<file path="src/rtl/alu_seq_pkg.sv">
// Shared types, NOP constants and the accumulator ALU reference function for the command sequencer.
package alu_seq_pkg;

  localparam int unsigned ALU_W = 4;

  typedef enum logic [1:0] {
    OP_ADD = 2'b00,
    OP_SUB = 2'b01,
    OP_OR  = 2'b10,
    OP_XOR = 2'b11
  } op_t;

  typedef enum logic [1:0] {
    IDLE,
    RUN,
    DRAIN,
    DONE
  } seq_state_t;

  // ADD 0 leaves the ALU accumulator unchanged.
  localparam op_t              NOP_OP      = OP_ADD;
  localparam logic [ALU_W-1:0] NOP_OPERAND = '0;

  function automatic logic [ALU_W-1:0] alu_model(logic [ALU_W-1:0] state, op_t op,
                                                 logic [ALU_W-1:0] operand);
    logic [ALU_W-1:0] res;
    case (op)
      OP_ADD:  res = state + operand;
      OP_SUB:  res = state - operand;
      OP_OR:   res = state | operand;
      OP_XOR:  res = state ^ operand;
      default: res = state;
    endcase
    return res;
  endfunction

  function automatic logic [3:0] sat_inc(logic [3:0] v);
    return (v == 4'hF) ? v : v + 4'h1;
  endfunction

endpackage

</file>
<file path="src/rtl/alu_cmd_sequencer_if.sv">
// Host and ALU pin bundle for the command sequencer; master is the host/ALU side, slave the sequencer.
interface alu_cmd_sequencer_if #(
  parameter int unsigned OPW = 4
);
  import alu_seq_pkg::*;

  logic           wr_valid;
  logic           wr_ready;
  op_t            wr_op;
  logic [OPW-1:0] wr_operand;
  logic           clear;
  logic           start;
  logic           busy;
  logic           done;
  op_t            alu_op;
  logic [OPW-1:0] alu_operand;
  logic [OPW-1:0] alu_result;
  logic           mismatch;
  logic [3:0]     err_count;

  modport master (
    output wr_valid, wr_op, wr_operand, clear, start, alu_result,
    input  wr_ready, busy, done, alu_op, alu_operand, mismatch, err_count
  );

  modport slave (
    input  wr_valid, wr_op, wr_operand, clear, start, alu_result,
    output wr_ready, busy, done, alu_op, alu_operand, mismatch, err_count
  );

endinterface

</file>
<file path="src/rtl/alu_seq_prog_mem.sv">
// Program store: DEPTH entries of (op, operand), one synchronous write port, one async read port.
module alu_seq_prog_mem
  import alu_seq_pkg::*;
#(
  parameter int unsigned DEPTH = 8,
  parameter int unsigned OPW   = 4,
  localparam int unsigned PtrW = $clog2(DEPTH)
) (
  input  logic            clock,
  input  logic            we,
  input  logic [PtrW-1:0] waddr,
  input  op_t             wop,
  input  logic [OPW-1:0]  woperand,
  input  logic [PtrW-1:0] raddr,
  output op_t             rop,
  output logic [OPW-1:0]  roperand
);

  op_t            mem_op   [DEPTH];
  logic [OPW-1:0] mem_opnd [DEPTH];

  // Contents are don't-care after reset, so no reset on the array.
  always_ff @(posedge clock) begin
    if (we) begin
      mem_op[waddr]   <= wop;
      mem_opnd[waddr] <= woperand;
    end
  end

  assign rop      = mem_op[raddr];
  assign roperand = mem_opnd[raddr];

endmodule

</file>
<file path="src/rtl/alu_cmd_sequencer.sv">
// Buffers a short (op, operand) program and issues it to the accumulator ALU one command per cycle.
// Define ALU_SEQ_CHECK_EN to build the shadow accumulator and result compare.
module alu_cmd_sequencer
  import alu_seq_pkg::*;
#(
  parameter int unsigned DEPTH = 8,
  parameter int unsigned OPW   = 4
) (
  input logic                 clock,
  input logic                 reset_L,
  alu_cmd_sequencer_if.slave  bus
);

  localparam int unsigned PtrW = $clog2(DEPTH);
  localparam int unsigned CntW = $clog2(DEPTH + 1);

  seq_state_t      state_q, state_d;
  logic [CntW-1:0] count_q, count_d;
  logic [PtrW-1:0] rd_ptr_q, rd_ptr_d;

  logic           wr_ready;
  logic           busy;
  logic           done;
  logic           mem_we;
  op_t            alu_op;
  logic [OPW-1:0] alu_operand;
  op_t            mem_op;
  logic [OPW-1:0] mem_operand;

  alu_seq_prog_mem #(
    .DEPTH (DEPTH),
    .OPW   (OPW)
  ) u_prog_mem (
    .clock    (clock),
    .we       (mem_we),
    .waddr    (count_q[PtrW-1:0]),
    .wop      (bus.wr_op),
    .woperand (bus.wr_operand),
    .raddr    (rd_ptr_q),
    .rop      (mem_op),
    .roperand (mem_operand)
  );

  always_ff @(posedge clock or negedge reset_L) begin
    if (!reset_L) begin
      state_q  <= IDLE;
      count_q  <= '0;
      rd_ptr_q <= '0;
    end else begin
      state_q  <= state_d;
      count_q  <= count_d;
      rd_ptr_q <= rd_ptr_d;
    end
  end

  always_comb begin
    state_d     = state_q;
    count_d     = count_q;
    rd_ptr_d    = rd_ptr_q;
    wr_ready    = 1'b0;
    busy        = 1'b0;
    done        = 1'b0;
    mem_we      = 1'b0;
    alu_op      = NOP_OP;
    alu_operand = '0;

    unique case (state_q)
      IDLE: begin
        wr_ready = (count_q < CntW'(DEPTH));
        if (bus.clear) begin
          // Clear beats a same-cycle write and start.
          count_d = '0;
        end else begin
          if (bus.wr_valid && wr_ready) begin
            mem_we  = 1'b1;
            count_d = count_q + CntW'(1);
          end
          if (bus.start && (count_q != '0)) begin
            state_d  = RUN;
            rd_ptr_d = '0;
          end
        end
      end
      RUN: begin
        busy        = 1'b1;
        alu_op      = mem_op;
        alu_operand = mem_operand;
        rd_ptr_d    = rd_ptr_q + PtrW'(1);
        if (CntW'(rd_ptr_q) == count_q - CntW'(1)) begin
          state_d = DRAIN;
        end
      end
      DRAIN: begin
        busy    = 1'b1;
        state_d = DONE;
      end
      DONE: begin
        done    = 1'b1;
        state_d = IDLE;
      end
      default: state_d = IDLE;
    endcase
  end

  assign bus.wr_ready    = wr_ready;
  assign bus.busy        = busy;
  assign bus.done        = done;
  assign bus.alu_op      = alu_op;
  assign bus.alu_operand = alu_operand;

`ifdef ALU_SEQ_CHECK_EN
  logic [OPW-1:0] shadow_q;
  logic           chk_q;
  logic           mismatch_q;
  logic [3:0]     err_q;

  // Shadow advances on every edge, NOPs included, so it tracks the ALU across runs.
  always_ff @(posedge clock or negedge reset_L) begin
    if (!reset_L) begin
      shadow_q   <= '0;
      chk_q      <= 1'b0;
      mismatch_q <= 1'b0;
      err_q      <= '0;
    end else begin
      shadow_q <= alu_model(shadow_q, alu_op, alu_operand);
      chk_q    <= (state_q == RUN);
      if (chk_q && (bus.alu_result != shadow_q)) begin
        mismatch_q <= 1'b1;
        err_q      <= sat_inc(err_q);
      end
    end
  end

  assign bus.mismatch  = mismatch_q;
  assign bus.err_count = err_q;
`else
  logic unused_result;
  assign unused_result = ^bus.alu_result;
  assign bus.mismatch  = 1'b0;
  assign bus.err_count = '0;
`endif

endmodule

</file>
<file path="src/flat_wrapper.sv">
// flat-port wrapper written by rule: the top's interface ports become plain ports
module alu_cmd_sequencer_flat import alu_seq_pkg::*;
#(
  parameter int unsigned DEPTH = 8,
  parameter int unsigned OPW   = 4
)
  (clock, reset_L, bus_wr_valid, bus_wr_op, bus_wr_operand, bus_clear, bus_start, bus_alu_result, bus_wr_ready, bus_busy, bus_done, bus_alu_op, bus_alu_operand, bus_mismatch, bus_err_count);
  alu_cmd_sequencer_if #(.OPW(OPW)) bus_i ();
  input logic clock;
  input logic reset_L;
  input wire logic [$bits(bus_i.wr_valid)-1:0] bus_wr_valid;
  input wire logic [$bits(bus_i.wr_op)-1:0] bus_wr_op;
  input wire logic [$bits(bus_i.wr_operand)-1:0] bus_wr_operand;
  input wire logic [$bits(bus_i.clear)-1:0] bus_clear;
  input wire logic [$bits(bus_i.start)-1:0] bus_start;
  input wire logic [$bits(bus_i.alu_result)-1:0] bus_alu_result;
  output wire logic [$bits(bus_i.wr_ready)-1:0] bus_wr_ready;
  output wire logic [$bits(bus_i.busy)-1:0] bus_busy;
  output wire logic [$bits(bus_i.done)-1:0] bus_done;
  output wire logic [$bits(bus_i.alu_op)-1:0] bus_alu_op;
  output wire logic [$bits(bus_i.alu_operand)-1:0] bus_alu_operand;
  output wire logic [$bits(bus_i.mismatch)-1:0] bus_mismatch;
  output wire logic [$bits(bus_i.err_count)-1:0] bus_err_count;
  assign bus_i.wr_valid = bus_wr_valid;
  assign bus_i.wr_op = bus_wr_op;
  assign bus_i.wr_operand = bus_wr_operand;
  assign bus_i.clear = bus_clear;
  assign bus_i.start = bus_start;
  assign bus_i.alu_result = bus_alu_result;
  assign bus_wr_ready = bus_i.wr_ready;
  assign bus_busy = bus_i.busy;
  assign bus_done = bus_i.done;
  assign bus_alu_op = bus_i.alu_op;
  assign bus_alu_operand = bus_i.alu_operand;
  assign bus_mismatch = bus_i.mismatch;
  assign bus_err_count = bus_i.err_count;
  alu_cmd_sequencer #(.DEPTH(DEPTH), .OPW(OPW)) u_core (.clock(clock), .reset_L(reset_L), .bus(bus_i));
endmodule
</file>
<file path="config.mk">
export PLATFORM = sky130hd
export DESIGN_NAME = alu_cmd_sequencer_flat
export DESIGN_NICKNAME = d
export VERILOG_FILES = /design/src/rtl/alu_seq_pkg.sv /design/src/rtl/alu_cmd_sequencer_if.sv /design/src/rtl/alu_seq_prog_mem.sv /design/src/rtl/alu_cmd_sequencer.sv /design/src/flat_wrapper.sv
export SDC_FILE = /design/constraint.sdc
export NUM_CORES = 1
export LEC_CHECK = 0
export CORE_MARGIN = 2
export CORE_UTILIZATION = 46
export DETAILED_ROUTE_END_ITERATION = 16
export DONT_BUFFER_PORTS = 1
export GPL_TIMING_DRIVEN = 0
export PLACE_DENSITY = 0.68
export SLEW_MARGIN = 30
export SYNTH_ARGS = -nofsm -noshare
export SYNTH_HDL_FRONTEND = slang
export SYNTH_SLANG_ARGS = --single-unit
</file>
<file path="constraint.sdc">
create_clock -name clock -period 2.26 [get_ports clock]
set_clock_uncertainty 0.05 [all_clocks]
set_input_delay 0.678 -clock clock [delete_from_list [all_inputs] [get_ports clock]]
set_output_delay 0.678 -clock clock [all_outputs]
set_load 0.02 [all_outputs]
</file>
Word level (Yosys, flattened, before mapping)
Memory sizes are Yosys's and may differ from the RTL's.
Index checks and enable logic that the tools add are counted.
Word-level totals
  register bits after elaboration: 9
  bits in latches: 0
  memory bits (writable): 48
  bits in read-only memories: 0
  bits of input ports: 15
  memories: 2
Cells by class
  $add $sub $neg: 3
  multiply operators: 0
  div/mod/pow operators: 0
  $lt $le $gt $ge: 1
  equality and inequality tests: 7
  shift operators: 0
  multiplexer cells: 19
  bitwise logic cells: 0
  reductions and logical operators: 10
Memories
  u_core.u_prog_mem.mem_opnd: depth 8, width 4, read ports 1, clocked after Yosys merged registers in 0, wr ports 1, line alu_seq_prog_mem.sv:20  | logic [OPW-1:0] mem_opnd [DEPTH];
  u_core.u_prog_mem.mem_op: depth 8, width 2, read ports 1, clocked after Yosys merged registers in 0, wr ports 1, line alu_seq_prog_mem.sv:19  | op_t mem_op [DEPTH];
Operator list (number)
  two-way mux 4 bit: 3
  two-way mux 1 bit: 8
  two-way mux 2 bit: 4
  one-hot mux 2 bit (4 select lines): 1
  two-way mux 3 bit: 2
  one-hot mux 3 bit (2 select lines): 1
  AND reduction 3 bit: 2
  adder 4 x 1 -> 4 bit (second input constant): 1
  equality test 2 bit (second input constant): 2
  equality test 3 x 4 -> 1 bit: 1
  less-than comparator 4 bit (second input constant): 1
  != test 2 x 1 -> 1 bit (second input constant): 2
  nonzero test 2 bit: 2
  nonzero test 4 bit: 1
  subtractor 4 x 1 -> 4 bit (second input constant): 1
  adder 3 x 1 -> 3 bit (second input constant): 1
  equality test 2 x 1 -> 1 bit (second input constant): 1
  logical AND 1 bit: 2
  logical NOT 2 bit: 1
  != test 2 bit (second input constant): 1
  AND reduction 2 bit: 1
  OR reduction 2 bit: 1

Longest topological paths before layout
  depth in word-level cells: 7
  gate-level depth with buffers: 6
  mapped depth without buffers: 6

Modules after synthesis
Synthesis repeated with hierarchy kept, for this count alone.
Second synthesis, totals
  cell total of the unflattened synthesis: 161
  area, all modules: 2671.3 um2
Modules (own cells, without submodules)
  alu_seq_prog_mem: instances 1, cells an instance 82, area an instance 1901.8 um2, seq. area each 1441.4 um2
  alu_cmd_sequencer: instances 1, cells an instance 79, area an instance 769.5 um2, seq. area each 225.2 um2

Worst setup path after synthesis
OpenSTA, ideal clock, no wires.
  path kind: input-to-reg
  start: input port bus_wr_valid
  end: memory u_core.u_prog_mem.mem_op[1][0] (netlist name) (enable)
  setup time: 0.377 ns
  data arrival time: 1.678 ns
  required time: 1.833 ns
  slack: 0.155 ns
  stages on the path: 3
  buffers on the path: 0
  cells stage by stage: nor2b_1 -> nand4b_1 -> nor3_1
On the way
  word-level cells in the longest chain between the ends: 6
Ends and longest elaborated chain
  start, declared: line flat_wrapper.sv:11  | input wire logic [$bits(bus_i.wr_valid)-1:0] bus_wr_valid;
  logical AND 1 bit: line alu_cmd_sequencer.sv:74  | if (bus.wr_valid && wr_ready) begin
  two-way mux 1 bit: line alu_cmd_sequencer.sv:74
  two-way mux 1 bit: line alu_cmd_sequencer.sv:70  | if (bus.clear) begin
  two-way mux 1 bit: line alu_cmd_sequencer.sv:67  | unique case (state_q)
  two-way mux 1 bit: line alu_seq_prog_mem.sv:24  | if (we) begin
  two-way mux 1 bit (implied by the code): line alu_seq_prog_mem.sv:25  | mem_op[waddr] <= wop;
  end, declared: line alu_seq_prog_mem.sv:19
Every way passes these cells.

Worst setup path after layout
  start: register u_core.rd_ptr_q[0]
  end: output port bus_alu_op[1]
On the way
  word-level cells in the longest chain between the ends: 2
Ends and longest elaborated chain
  start, declared: line alu_cmd_sequencer.sv:19  | logic [PtrW-1:0] rd_ptr_q, rd_ptr_d;
  start signal, assigned: line alu_cmd_sequencer.sv:52  | rd_ptr_q <= rd_ptr_d;
  memory read (8 x 2 bit)
  two-way mux 2 bit: line alu_cmd_sequencer.sv:67
  end, declared: line flat_wrapper.sv:20  | output wire logic [$bits(bus_i.alu_op)-1:0] bus_alu_op;
Every way passes these cells.

==> load_flow_metrics.sql <==
INSERT INTO impl_metrics (metric_group, metric, value, unit) VALUES
('detailed_routing', 'routedWlPerCell', '18.8', 'um'),
('floorplanning', 'die_footprint', '6210', 'um^2'),
('cts', 'cts-buffers-inserted', '9', ''),
('timing', 'timing.final.max_slew_violations', '0', ''),
('pwr', 'total_power', '3.81', 'mW'),
('detailed_routing', 'drt-total-wl', '4800', 'um'),
('final_layout', 'seqCellArea', '1670', 'um^2'),
('synthesis', 'synth-warning-count', '0', ''),
('global_routing', 'antenna_found_initial', '0', ''),
('worst_setup_path', 'worst_setup_sp_type', 'register', ''),
('placed_design', 'place_area', '2680', 'um^2'),
('pwr', 'power.density_cell_area', '1260', 'nW/um^2'),
('synthesis', 'synth.area.mux_share', '12.8', '%'),
('outcome', 'outcome', 'finished, violations left', ''),
('final_layout', 'final_nets', '201', ''),
('placed_design', 'gpl.final_weighted_congestion', '0.842', ''),
('final_layout', 'fillCellCount', '441', ''),
('floorplanning', 'io-pin-count', '29', ''),
('synthesis', 'post_synth_and_or_nand_nor_area_fraction', '8.21', '%'),
('pwr', 'sequentialPowerShare', '34.4', '%'),
('global_routing', 'globalRouteOverflowTotal', '0', ''),
('final_layout', 'finalCoreUtilization', '55.1', '%'),
('pwr', 'power_frac_clock', '29.5', '%'),
('timing', 'fin_ws', '-222', 'ps'),
('synthesis', 'synth.yosys.seq_area_share', '64.7', '%'),
('final_layout', 'layout-drive-gt1-share', '32.6', '%'),
('worst_setup_path', 'reg2reg_depth', '3', ''),
('floorplanning', 'die_x', '78.8', 'um'),
('timing', 'rsz0062_at_grt', 'true', ''),
('synthesis', 'synth_top_area_share', '55.9', '%'),
('synthesis', 'synth-adder-area-share', '3.40', '%'),
('placed_design', 'dp_slack', '-307', 'ps'),
('timing', 'maximum_frequency_from_static_timing_analysis', '403', 'MHz'),
('placed_design', 'io_buffers', '0', ''),
('synthesis', 'netlist_area', '2580', 'um^2'),
('pwr', 'ir_drop', '0.517', 'mV'),
('cts', 'clk_path_buf_depth', '2', ''),
('final_layout', 'syn_to_final_growth', '17.1', '%'),
('synthesis', 'synth-xor-area-share', '1.02', '%'),
('cts', 'clock-sinks', '57', ''),
('global_routing', 'grt_max_degree', '13', ''),
('placed_design', 'hpwlAfterDp', '3170', 'um'),
('worst_setup_path', 'timing.critical_path.fanout_max', '8', ''),
('outcome', 'violated_checks', 'negative setup slack', ''),
('timing', 'hold_viol', '0', ''),
('pwr', 'power.net_switching', '1.19', 'mW'),
('floorplanning', 'initial_utilization', '47.1', '%'),
('synthesis', 'syn_avg_cell_area', '16.2', 'um^2'),
('synthesis', 'share_of_the_synthesized_area_in_compound_gates_ao_oa_aoi_oai', '5.54', '%'),
('global_routing', 'grt_pass1_wl', '7390', 'um'),
('floorplanning', 'core-area', '5470', 'um^2'),
('timing', 'setup_violations', '6', ''),
('synthesis', 'netlist_instances', '159', ''),
('hold_path', 'worstHoldStart', 'bus_wr_operand[0]', ''),
('final_layout', 'insertedDiodeCount', '0', ''),
('detailed_routing', 'drt_iter0_drc', '132', ''),
('cts', 'clock_tree_from_tritoncts', 'built', ''),
('synthesis', 'post_synth_main_area_contributors', 'edfxtp_1 56%, mux4_2 10%, dfrtp_1 8.7%', ''),
('floorplanning', 'die_height', '78.8', 'um'),
('global_routing', 'grt_use_total', '16.8', '%'),
('final_layout', 'multi_input_comb_area', '855', 'um^2'),
('synthesis', 'synth-seq-cells', '57', ''),
('detailed_routing', 'remaining_antenna_violation_count', '0', ''),
('detailed_routing', 'post_drt_via_cell_ratio', '5.58', ''),
('synthesis', 'synth.lib_cells_used.distinct', '39', ''),
('timing', 'timing_worst_slew_pin_value', '655', 'ps'),
('cts', 'clockRootBuffer', 'clkbuf_8', ''),
('flow_run', 'timing.max_cap.violations', '0', ''),
('worst_setup_path', 'r2r-end', 'u_core.u_prog_mem.mem_opnd[5][3]$_DFFE_PP_', ''),
('detailed_routing', 'drc_errors', '0', ''),
('pwr', 'p_int', '2.62', 'mW');
==> metal layers <==
layer | vias to the layer above | track usage [%] | part of all wire [%]
met4 | 0 | 9.31 | 2.1
met5 | - | 0 | 0
li1 | 641 | - | -
met3 | 10 | 4.89 | 6.0
met2 | 53 | 26.7 | 50
met1 | 724 | 20.7 | 42
==> critical path: stages, from the launching register on <==
cell and delay, ps:
dfrtp_1 360, buf_6 120, buf_12 130, mux4_2 520
mux2i_1 180, nor2b_2 110
==> power groups by stage <==
stage	registers, mW	clock network (mW)	logic (mW)
3_3_place_gp	1.32	0	1.19
6_report	1.31	1.12	1.38
5_1_grt	1.32	1.18	1.50
3_5_place_dp	1.33	0	1.23
2_1_floorplan	1.31	0	1.03
4_1_cts	1.31	1.14	1.37
==> repair_timing <==
| action | 4_1_cts | 5_1_grt |
|---|---|---|
| hold endpoints to repair | 9 | 0 |
| buffers inserted | 5 | 0 |
| setup endpoints to repair | 31 | 19 |
| pin swaps | 0 | 0 |
| hold buffers | 1 | 0 |
| gates resized for setup | 16 | 4 |
==> how the worst max path moves through the flow <==
stage | start | endpoint | slack [ps] | cells past startpoint
detailed placement | u_core.state_q[1]$_DFFE_PN0P_ | u_core.u_prog_mem.mem_opnd[0][0]$_DFFE_PP_ | -310 | 5
floorplan | bus_wr_valid | u_core.u_prog_mem.mem_op[1][0]$_DFFE_PP_ | 150 | 3
global route | u_core.rd_ptr_q[0]$_DFFE_PN0P_ | bus_alu_operand[3] | -300 | 5
CTS | u_core.rd_ptr_q[0]$_DFFE_PN0P_ | bus_alu_operand[1] | -240 | 5
global placement | bus_wr_valid | u_core.u_prog_mem.mem_opnd[1][0]$_DFFE_PP_ | -190 | 3
finish | u_core.rd_ptr_q[0]$_DFFE_PN0P_ | bus_alu_op[1] | -220 | 5
==> stage by stage <==
step                hold slack, ps  cells
floorplan                      332    163
global placement               333    235
detailed placement             333    235
CTS                            373    256
global route                   368    256
finish                         381    256
==> area by class of cell <==
class,count,share of cell area [%]
Clock buffer,10,4.23
Tap cell,72,2.99
Buffer,11,3.44
Clock inverter,6,3.53
Inverter,5,0.622
Multi-Input combinational cell,89,28.3
Sequential cell,57,55.3
Timing Repair Buffer,6,1.58
==> registers in the layout, indices dropped and copies added (netlist names) <==
name                        cells
u_core.count_q                  4
u_core.state_q                  2
u_core.rd_ptr_q                 3
u_core.u_prog_mem.mem_opnd     32
u_core.u_prog_mem.mem_op       16
==> placed cells by master (no fill, tap or decap), types with 2 or more instances in the layout <==
cell | Yosys | layout
mux2i_1 | 6 | 6
nand2b_1 | 3 | 3
conb_1 | 1 | 5
nor2b_2 | 0 | 6
nand2_1 | 6 | 6
a31oi_1 | 2 | 2
o22ai_1 | 2 | 2
nor3_2 | 0 | 2
a21oi_1 | 2 | 2
dfrtp_1 | 9 | 8
o21ai_0 | 3 | 3
a21o_1 | 2 | 2
xnor2_1 | 3 | 3
inv_1 | 5 | 5
bufinv_16 | 0 | 3
mux4_2 | 12 | 12
ha_1 | 7 | 6
nor2_1 | 9 | 8
buf_4 | 5 | 11
edfxtp_1 | 48 | 48
buf_6 | 3 | 3
clkbuf_8 | 0 | 9
==> cell usage after synthesis <==
cell type / n
o21ai_1: 1
nand3_1: 1
edfxtp_1: 48
clkbuf_1: 2
nor3b_1: 1
mux4_2: 12
nor2b_1: 8
ha_1: 7
a2bb2oi_1: 1
nor2_1: 9
a21oi_1: 2
a32o_1: 1
o32a_1: 1
nor4_1: 1
mux2i_1: 6
o32ai_1: 1
nor4bb_1: 1
buf_2: 2
or2_2: 1
nor3_1: 2
conb_1: 1
and2b_2: 1
dfrtp_1: 9
a21o_1: 2
nor3b_2: 1
nand2_1: 6
buf_4: 5
or3_4: 1
o22ai_1: 2
o31a_2: 1
xnor2_1: 3
a31oi_1: 2
nand4b_1: 1
inv_1: 5
buf_6: 3
nand2b_1: 3
a22o_1: 1
o21ai_0: 3
a41oi_2: 1
==> kinds of logic after synthesis <==
logic type	count (synthesis)
AOI/OAI and AO/OA	19
xor gates and xnor gates	3
adders and majority gates	7
buffers and inverters	17
DFF	57
muxes	18
other	1
and+or+nand+nor	37
Power figures use the tool's default switching activity.
